### src/rtl/rvfi_wb_mem_pkg.sv
// Shared types and helpers for the rvfi_wb_mem_model Wishbone memory responder.
//   wb_port_state_e : per-port request FSM state
//   LAT_W           : width of the per-port wait counter
//   apply_sel       : merge the enabled bytes of a write into an existing word
package rvfi_wb_mem_pkg;

    localparam int LAT_W = 4;

    typedef enum logic [1:0] {
        IDLE = 2'd0,
        WAIT = 2'd1,
        ACK  = 2'd2
    } wb_port_state_e;

    function automatic logic [31:0] apply_sel(input logic [31:0] old_w,
                                              input logic [31:0] new_w,
                                              input logic [3:0]  sel);
        logic [31:0] res;
        res = old_w;
        for (int b = 0; b < 4; b++) begin
            if (sel[b]) res[8*b +: 8] = new_w[8*b +: 8];
        end
        return res;
    endfunction

endpackage

### src/rtl/rvfi_wb_mem_model_port_fsm.sv
// Per-port Wishbone request sequencer: latches a request, waits LAT cycles,
// pulses ack for one cycle and flags a cyc drop while a request is pending.
//   clock, reset       : system clock, synchronous active-high reset
//   cyc/adr/dat/sel/we : bus request inputs
//   ack                : registered one-cycle acknowledge
//   rd_stb             : read access enters ACK on the next edge (load rdt now)
//   wr_stb             : write access leaves ACK on the next edge (commit now)
//   req_*              : request latch as seen by the strobes
//   proto_err          : sticky protocol-violation flag
//
// state | meaning
// IDLE  | no request pending, sampling cyc
// WAIT  | request latched, counting down the extra latency
// ACK   | ack high for exactly this cycle
module wb_mem_port_fsm
    import rvfi_wb_mem_pkg::*;
#(
    parameter int LAT = 0
) (
    input  logic        clock,
    input  logic        reset,
    input  logic        cyc,
    input  logic [31:0] adr,
    input  logic [31:0] dat,
    input  logic [3:0]  sel,
    input  logic        we,
    output logic        ack,
    output logic        rd_stb,
    output logic        wr_stb,
    output logic [31:0] req_adr,
    output logic [31:0] req_dat,
    output logic [3:0]  req_sel,
    output logic        proto_err
);

    if (LAT < 0 || LAT > 15) begin : g_bad_lat
        $error("wb_mem_port_fsm: LAT must be within 0..15");
    end

    localparam logic [LAT_W-1:0] LAT_V = LAT_W'(LAT);

    wb_port_state_e   state_q, state_d;
    logic [LAT_W-1:0] cnt_q, cnt_d;
    logic [31:0]      adr_q, adr_d, dat_q, dat_d;
    logic [3:0]       sel_q, sel_d;
    logic             we_q, we_d;
    logic             ack_q, ack_d;
    logic             proto_q, proto_d;

    always_comb begin
        state_d = state_q;
        cnt_d   = cnt_q;
        adr_d   = adr_q;
        dat_d   = dat_q;
        sel_d   = sel_q;
        we_d    = we_q;
        proto_d = proto_q;
        case (state_q)
            IDLE: begin
                if (cyc) begin
                    adr_d   = adr;
                    dat_d   = dat;
                    sel_d   = sel;
                    we_d    = we;
                    cnt_d   = LAT_V;
                    state_d = (LAT == 0) ? ACK : WAIT;
                end
            end
            WAIT: begin
                if (!cyc) begin
                    state_d = IDLE;
                    proto_d = 1'b1;
                end else if (cnt_q == LAT_W'(1)) begin
                    state_d = ACK;
                end else begin
                    cnt_d = cnt_q - LAT_W'(1);
                end
            end
            ACK:     state_d = IDLE;
            default: state_d = IDLE;
        endcase
        ack_d = (state_d == ACK);
    end

    // The strobes are gated by reset so an aborted request never touches
    // the array or the read registers.
    assign rd_stb    = (state_d == ACK) && (state_q != ACK) && !we_d && !reset;
    assign wr_stb    = (state_q == ACK) && we_q && !reset;
    assign req_adr   = adr_d;
    assign req_dat   = dat_d;
    assign req_sel   = sel_d;
    assign ack       = ack_q;
    assign proto_err = proto_q;

    always_ff @(posedge clock) begin
        if (reset) begin
            state_q <= IDLE;
            cnt_q   <= '0;
            adr_q   <= '0;
            dat_q   <= '0;
            sel_q   <= '0;
            we_q    <= 1'b0;
            ack_q   <= 1'b0;
            proto_q <= 1'b0;
        end else begin
            state_q <= state_d;
            cnt_q   <= cnt_d;
            adr_q   <= adr_d;
            dat_q   <= dat_d;
            sel_q   <= sel_d;
            we_q    <= we_d;
            ack_q   <= ack_d;
            proto_q <= proto_d;
        end
    end

endmodule

### config.mk
export PLATFORM = sky130hd
export DESIGN_NAME = wb_mem_port_fsm
export DESIGN_NICKNAME = d
export VERILOG_FILES = /design/src/rtl/rvfi_wb_mem_pkg.sv /design/src/rtl/rvfi_wb_mem_model_port_fsm.sv
export SDC_FILE = /design/constraint.sdc
export NUM_CORES = 1
export LEC_CHECK = 0
export BUFFER_PORTS_ARGS = -buffer_cell sky130_fd_sc_hd__buf_2
export CAP_MARGIN = 20
export CORE_AREA = 8 8 96 98
export CTS_CLUSTER_SIZE = 12
export DETAILED_ROUTE_END_ITERATION = 16
export DIE_AREA = 0 0 104 106
export PLACE_DENSITY = 0.75
export SLEW_MARGIN = 40
export SYNTH_ARGS = -nofsm -noshare
export SYNTH_HDL_FRONTEND = slang
export SYNTH_SLANG_ARGS = --single-unit
### constraint.sdc
create_clock -name clock -period 1.4 [get_ports clock]
set_input_delay 0.14 -clock clock [delete_from_list [all_inputs] [get_ports clock]]
set_output_delay 0.14 -clock clock [all_outputs]
set_load 0.05 [all_outputs]
==> impl_metrics.csv, run 1 <==
group,metric,value,unit
power,p_total,0.00600,W
critical_path,max_stage_delay,350,ps
cts,cts_buffers,9,
power,p_sw,0.00192,W
sta,min_period,1940,ps
power,internal-power,0.00408,W
floorplanning,die_h,106,um
route,vias,2595,
logic_synthesis,ys_ff_latch,77,
critical_path,path_max_fanout,9,
critical_path,path_class,"register to output pin",
critical_path,crit_arrival,1800,ps
global_route,grt_pass1_vias,2881,
route,route.detailed.drc,0,
sta,worst_slack,-545,ps
power,netSwitchingFraction,32.0,%
floorplanning,start_util,40.3,%
logic_synthesis,synthesis.nets,348,
sta,worstMarginPinSlew,326,ps
floorplanning,die_w,104,um
critical_path,slowest_stage,"dfxtp_2",
sta,setup_violations,138,
final_layout,final_net_count,518,
cts,cts_tree,"yes",
sta,hold_viol,0,
cts,clk_pin_slew,70,ps
logic_synthesis,syn_inst,274,
status,violations,"negative setup slack",
cts,cts_max_level,3,
power,combPwrFrac,33.2,%
route,drtPass1Iterations,4,
route,vias_per_cell,4.69,
route,antenna_left,0,
route,routed_wl,9190,um
floorplanning,pin_count,144,
global_route,grt_pass1_wl,14600,um
worst_hold_path,hp-class,"input port to register",
floorplanning,fp.dieArea,11000,um^2
sta,maxSlewHeadroom,78.3,%
logic_synthesis,ys_seq_area_share,48.8,%
sta,fin_crit_sh,139,%
cts,hold_buffers,0,
cts,ctsLongestPathBuffers,2,
cts,clk_latency,340,ps
logic_synthesis,yosys_warnings,0,
logic_synthesis,netlist_area,3160,um^2
route,wl_per_cell,16.6,um
global_route,antenna_found_initial,0,
sta,grt_setup_unrepaired,"yes",
route,drt_iter0_drc,47,
power,p_clk_share,27.6,%
sta,clock.fmax,514,MHz
critical_path,critPathCaptureType,"output pin",
global_route,gr-total-overflow,0,
power,p_leak,2.42,nW
job,maxCapViolations,0,
critical_path,startpoint_type,"register",
placement,dp.final_hpwl,5980,um
placement,place.gp.congestion,0.803,
floorplanning,core_area,7850,um^2
final_layout,drive_above_1_share,61.8,%
placement,io_buffers,143,
critical_path,crit_chain,"nor3b_4, buf_12, buf_4, buf_6, mux2_4, buf_8",
critical_path,critical_path_required,1260,ps
power,p_seq_share,39.2,%
logic_synthesis,avgSynthCellArea,11.5,um^2
sta,timing.clock.skew,7.48,ps
floorplanning,rows,33,
cts,cts.sinks,77,
final_layout,syn_to_final_growth,66.3,%
global_route,grt.total_usage,16.3,%
power,ir_drop,641,uV
logic_synthesis,synth.distinct_cells,28,
sta,slew_viol_final,0,
final_layout,layout_common_cells,"dfxtp_1 (73), buf_2 (73), nor2b_1 (70), buf_6 (70), mux2_4 (59)",
final_layout,diodes,0,
placement,placedCellCount,525,
global_route,grt_max_degree,74,
power,power_density,1140,nW/um^2
final_layout,instances_no_fill,553,
status,status,"finished with violations",
cts,root_buffer,"clkbuf_8",
[final timing paths]
kind                          start  slack (ps)                     end  depth (start not counted)
min reg2reg  proto_err$_SDFFE_PP0P_         470  proto_err$_SDFFE_PP0P_                          2
max           state_q[0]$_SDFF_PP0_        -540             req_adr[10]                          6
min                              we          60         we_q$_SDFF_PP0_                          3
max reg2reg   state_q[0]$_SDFF_PP0_        -230    dat_q[19]$_SDFF_PP0_                          6
[repair_timing]
| item | in CTS | in global routing |
|---|---|---|
| cloned | 1 | 2 |
| setup buffers | 6 | 5 |
| setup endpoints to repair | 140 | 144 |
| resized for setup | 179 | 7 |
| pin swaps | 2 | 3 |
[worst max-delay path, delay by kind of cell, from the launching register on]
| kind | cells | cell delay [ps] |
|---|---|---|
| buf+inv | 4 | 550 |
| flops | 1 | 350 |
| simple gates | 1 | 250 |
| mux | 1 | 300 |
[sequential cells by signal, indices dropped and copies added, names as in the netlist]
register / count
cnt_q: 4
state_q: 2
we_q: 1
dat_q: 32
ack: 1
proto_err: 1
sel_q: 4
adr_q: 32
[final cells by class]
cell class              instances  area [um^2]
flip-flops and latches         77         1550
multi-input cells             178         1780
well taps                     105          131
repair buffers                176         1590
inverters                       2         7.51
clock buffers                  10          138
fillers                       587         2590
clock inverters                 5         58.8
[power groups by stage]
stage | combinational (W) | clock (W) | sequential, W
2_1_floorplan | 0.00121 | 0 | 0.00240
3_3_place_gp | 0.00155 | 0 | 0.00240
3_5_place_dp | 0.00157 | 0 | 0.00240
4_1_cts | 0.00196 | 0.00172 | 0.00235
5_1_grt | 0.00208 | 0.00182 | 0.00237
6_report | 0.00199 | 0.00166 | 0.00235
[per-layer routing]
layer	share of wire (%)	vias up	track usage, %
met4	1.5	0	6.20
met1	39	1230	16.7
met5	0	-	0
met3	6.5	14	6.17
met2	53	95	29.5
li1	-	1256	-
[cell families (layout without fill, tap and decap cells)]
kind of cell,count (synthesis),in the layout,share of synthesized area [%]
compound gates,13,13,2.38
fa+ha+maj,2,2,0.792
buf+inv,19,193,3.48
flops,77,77,48.8
mux,68,68,25.3
simple gates,95,95,19.2
[Yosys cell counts]
cell	count	area share, %
buf_2	1	0.16
a2bb2oi_1	1	0.28
nor4bb_1	2	0.63
clkbuf_1	9	1.1
ha_1	2	0.79
a211oi_1	2	0.48
buf_4	5	1.2
nor2b_1	72	14
nand3_1	2	0.32
nand2b_1	2	0.40
or4bb_1	1	0.36
o21ai_0	4	0.63
or4_1	1	0.24
buf_8	1	0.48
o22ai_1	1	0.20
nand2_1	4	0.48
nor3b_4	1	0.59
nor3_1	2	0.32
nor3b_1	4	0.95
dfxtp_1	77	49
buf_6	1	0.36
or3b_2	1	0.28
nand4_1	1	0.20
inv_1	2	0.24
a21oi_1	5	0.79
mux2_2	59	21
mux2_4	9	4.3
nor2_1	2	0.24
[through the flow]
stage               hold slack, ps  setup TNS [ps]  util (%)  instance area [um^2]  setup slack, ps
floorplan                      276          -14070         -                  3340             -231
finish                        62.9          -41200      67.0                  5260             -545
detailed placement             406          -18100      54.6                  4280             -290
global route                  60.2          -49570      67.0                  5260             -632
global placement               397          -17370      54.6                  4280             -230
CTS                           41.5          -41560      65.5                  5140             -560
(Power assumes the default switching activity.)
==> inputs of run 2 (changes only) <==
==> constraint.sdc (replaced) <==
create_clock -name clock -period 1.78 [get_ports clock]
set_input_delay 0.178 -clock clock [delete_from_list [all_inputs] [get_ports clock]]
set_output_delay 0.178 -clock clock [all_outputs]
set_load 0.05 [all_outputs]
==> run 2 against run 1 <==
  * The run still ends with negative setup slack left
  * Sequential share of layout area about the same
  * Clock power decreased by 26%
  * Final area about the same
  * Power decreased by 22%
  * Worst hold slack improved by 39 ps
  * Die area unchanged
  * Critical path depth decreased by 1
  * First-iteration DRC count decreased by 23%
  * Sequential power decreased by 21%
  * Critical path type unchanged
==> impl_metrics.csv, run 2 (same netlist as run 1, synthesis figures left out) <==
group,metric,value,unit
placement,io_buffers,143,
sta,min_period,1980,ps
final_layout,instances_no_fill,551,
cts,cts.sinks,77,
sta,worstMarginPinSlew,403,ps
global_route,grt_max_degree,42,
route,drtPass1Iterations,4,
final_layout,stdcell_area,5250,um^2
final_layout,final_net_count,515,
critical_path,critical_path_required,1600,ps
final_layout,layout_common_cells,"buf_2 (74), dfxtp_1 (73), nor2b_1 (72), mux2_4 (62), buf_6 (52)",
floorplanning,core_area,7850,um^2
route,route.detailed.drc,0,
cts,cts_buffers,9,
placement,place.gp.congestion,0.770,
critical_path,slowest_stage,"mux2_2",
cts,root_buffer,"clkbuf_8",
placement,dp.final_hpwl,5550,um
global_route,grt_pass1_wl,13700,um
global_route,gr-total-overflow,0,
sta,hold_viol,0,
worst_hold_path,hp-class,"input port to register",
critical_path,cp_num_cells,5,
worst_hold_path,min_path_cells,3,
sta,fin_setup_tns,-11830,ps
route,wl_per_cell,17.3,um
final_layout,layout_commonest_cell,"buf_2",
placement,pre_cts_ws,-35.3,ps
route,vias_per_cell,4.67,
cts,cts_max_level,3,
status,violations,"negative setup slack",
final_layout,fillers,574,
final_layout,diodes,0,
floorplanning,die_w,104,um
critical_path,crit_top_cell,"buf_6",
floorplanning,pin_count,144,
final_layout,regArea,1550,um^2
sta,setup_violations,69,
sta,worst_slack,-202,ps
worst_hold_path,min_from,"we",
critical_path,path_class,"register to output pin",
route,routed_wl,9520,um
critical_path,startpoint_type,"register",
global_route,grt.total_usage,15.0,%
critical_path,critPathCaptureType,"output pin",
sta,timing.clock.skew,16.4,ps
placement,placedCellCount,514,
global_route,antenna_found_initial,0,
critical_path,reg2reg_setup_slack,120,ps
final_layout,drive_above_1_share,59.6,%
critical_path,r2r_cells,6,
power,p_leak,2.42,nW
route,vias,2571,
cts,cts_tree,"yes",
power,power_density,895,nW/um^2
floorplanning,rows,33,
critical_path,r2r-end,"adr_q[9]$_SDFF_PP0_",
critical_path,cp_top_family,"buffers and inverters",
final_layout,syn_to_final_growth,66.2,%
placement,placed_cell_area,4010,um^2
floorplanning,die_h,106,um
power,ir_drop,496,uV
route,drt_iter0_drc,36,
critical_path,crit_arrival,1800,ps
sta,fin_crit_sh,111,%
critical_path,timing.rr.start,"state_q[1]$_SDFF_PP0_",
cts,clk_latency,350,ps
critical_path,max_stage_delay,360,ps
final_layout,reg.largest.list,"adr_q: 32 flops, dat_q: 32 flops",
critical_path,path_buf_inv,3,
global_route,grt_pass1_vias,2732,
worst_hold_path,holdPathEnd,"we_q$_SDFF_PP0_",
critical_path,crit_chain,"nor3b_4, buf_6, buf_12, mux2_2, buf_6",
cts,clk_pin_slew,70,ps
final_layout,multiInputGateArea,1730,um^2
sta,slew_viol_final,0,
power,p_total,0.00470,W
sta,clock.fmax,505,MHz
job,maxCapViolations,0,
cts,ctsLongestPathBuffers,2,
floorplanning,start_util,40.3,%
route,antenna_left,0,
critical_path,path_max_fanout,5,
sta,maxSlewHeadroom,72.7,%
status,status,"finished with violations",
sta,grt_setup_unrepaired,"yes",
floorplanning,fp.dieArea,11000,um^2
[run 2: cell count changes in the layout (fill, tap and decap cells not counted), moves of 2 or more]
cell	change
nor2b_1	+2
mux2_4	+3
buf_16	+2
buf_12	-3
nor2b_4	-2
buf_6	-18
clkbuf_16	+3
mux2_2	-3
buf_8	+13
[run 2: final cells by class]
type,count,area share (%)
Clock buffer,12,2.95
Clock inverter,4,0.596
Inverter,2,0.143
Multi-Input combinational cell,178,33.0
Sequential cell,77,29.4
Tap cell,105,2.50
Timing Repair Buffer,173,31.4
[run 2: worst max-delay path by stage]
stage	startpoint	endpoint	slack, ps
floorplan	cnt_q[0]$_SDFFE_PP0P_	rd_stb	-210
global placement	cnt_q[1]$_SDFFE_PP0P_	rd_stb	30
detailed placement	cnt_q[1]$_SDFFE_PP0P_	rd_stb	-40
CTS	state_q[0]$_SDFF_PP0_	req_dat[16]	-210
global route	state_q[1]$_SDFF_PP0_	req_adr[12]	-280
finish	state_q[1]$_SDFF_PP0_	req_adr[12]	-200
[run 2: worst register-to-register path: stages (launching register included)]
cell       delay [ps]
dfxtp_2           340
nor3b_4           300
buf_6             190
clkbuf_16         150
mux2_4            320
buf_4             140
nor2b_1           110
[run 2: repair_timing]
action,in CTS,in global routing
endpoints found under the setup margin,69,69
endpoints found under the hold margin,0,0
buffers inserted,6,6
pin swaps,2,1
hold buffers,0,0
cloned,3,6
resized for setup,179,49
[run 2: where the power goes]
part	internal, W	switching, W	total, W
sequential	0.00182	0.0000291	0.00185
combinational	0.000746	0.000876	0.00162
clock	0.000588	0.000640	0.00123
total	0.00316	0.00154	0.00470
[run 2: routing by layer]
layer | track usage (%) | part of all wire, % | vias up
met2 | 25.8 | 51 | 95
met5 | 0 | 0 | -
met3 | 5.38 | 6.9 | 11
met4 | 5.69 | 1.2 | 0
li1 | - | - | 1255
met1 | 16.6 | 41 | 1210
[run 2: stage by stage]
step	util, %	hold WS [ps]
after floorplan	-	314
after global placement	51.1	444
after detailed placement	51.1	450
after CTS	62.3	84.5
after global routing	66.9	111
final	66.9	102
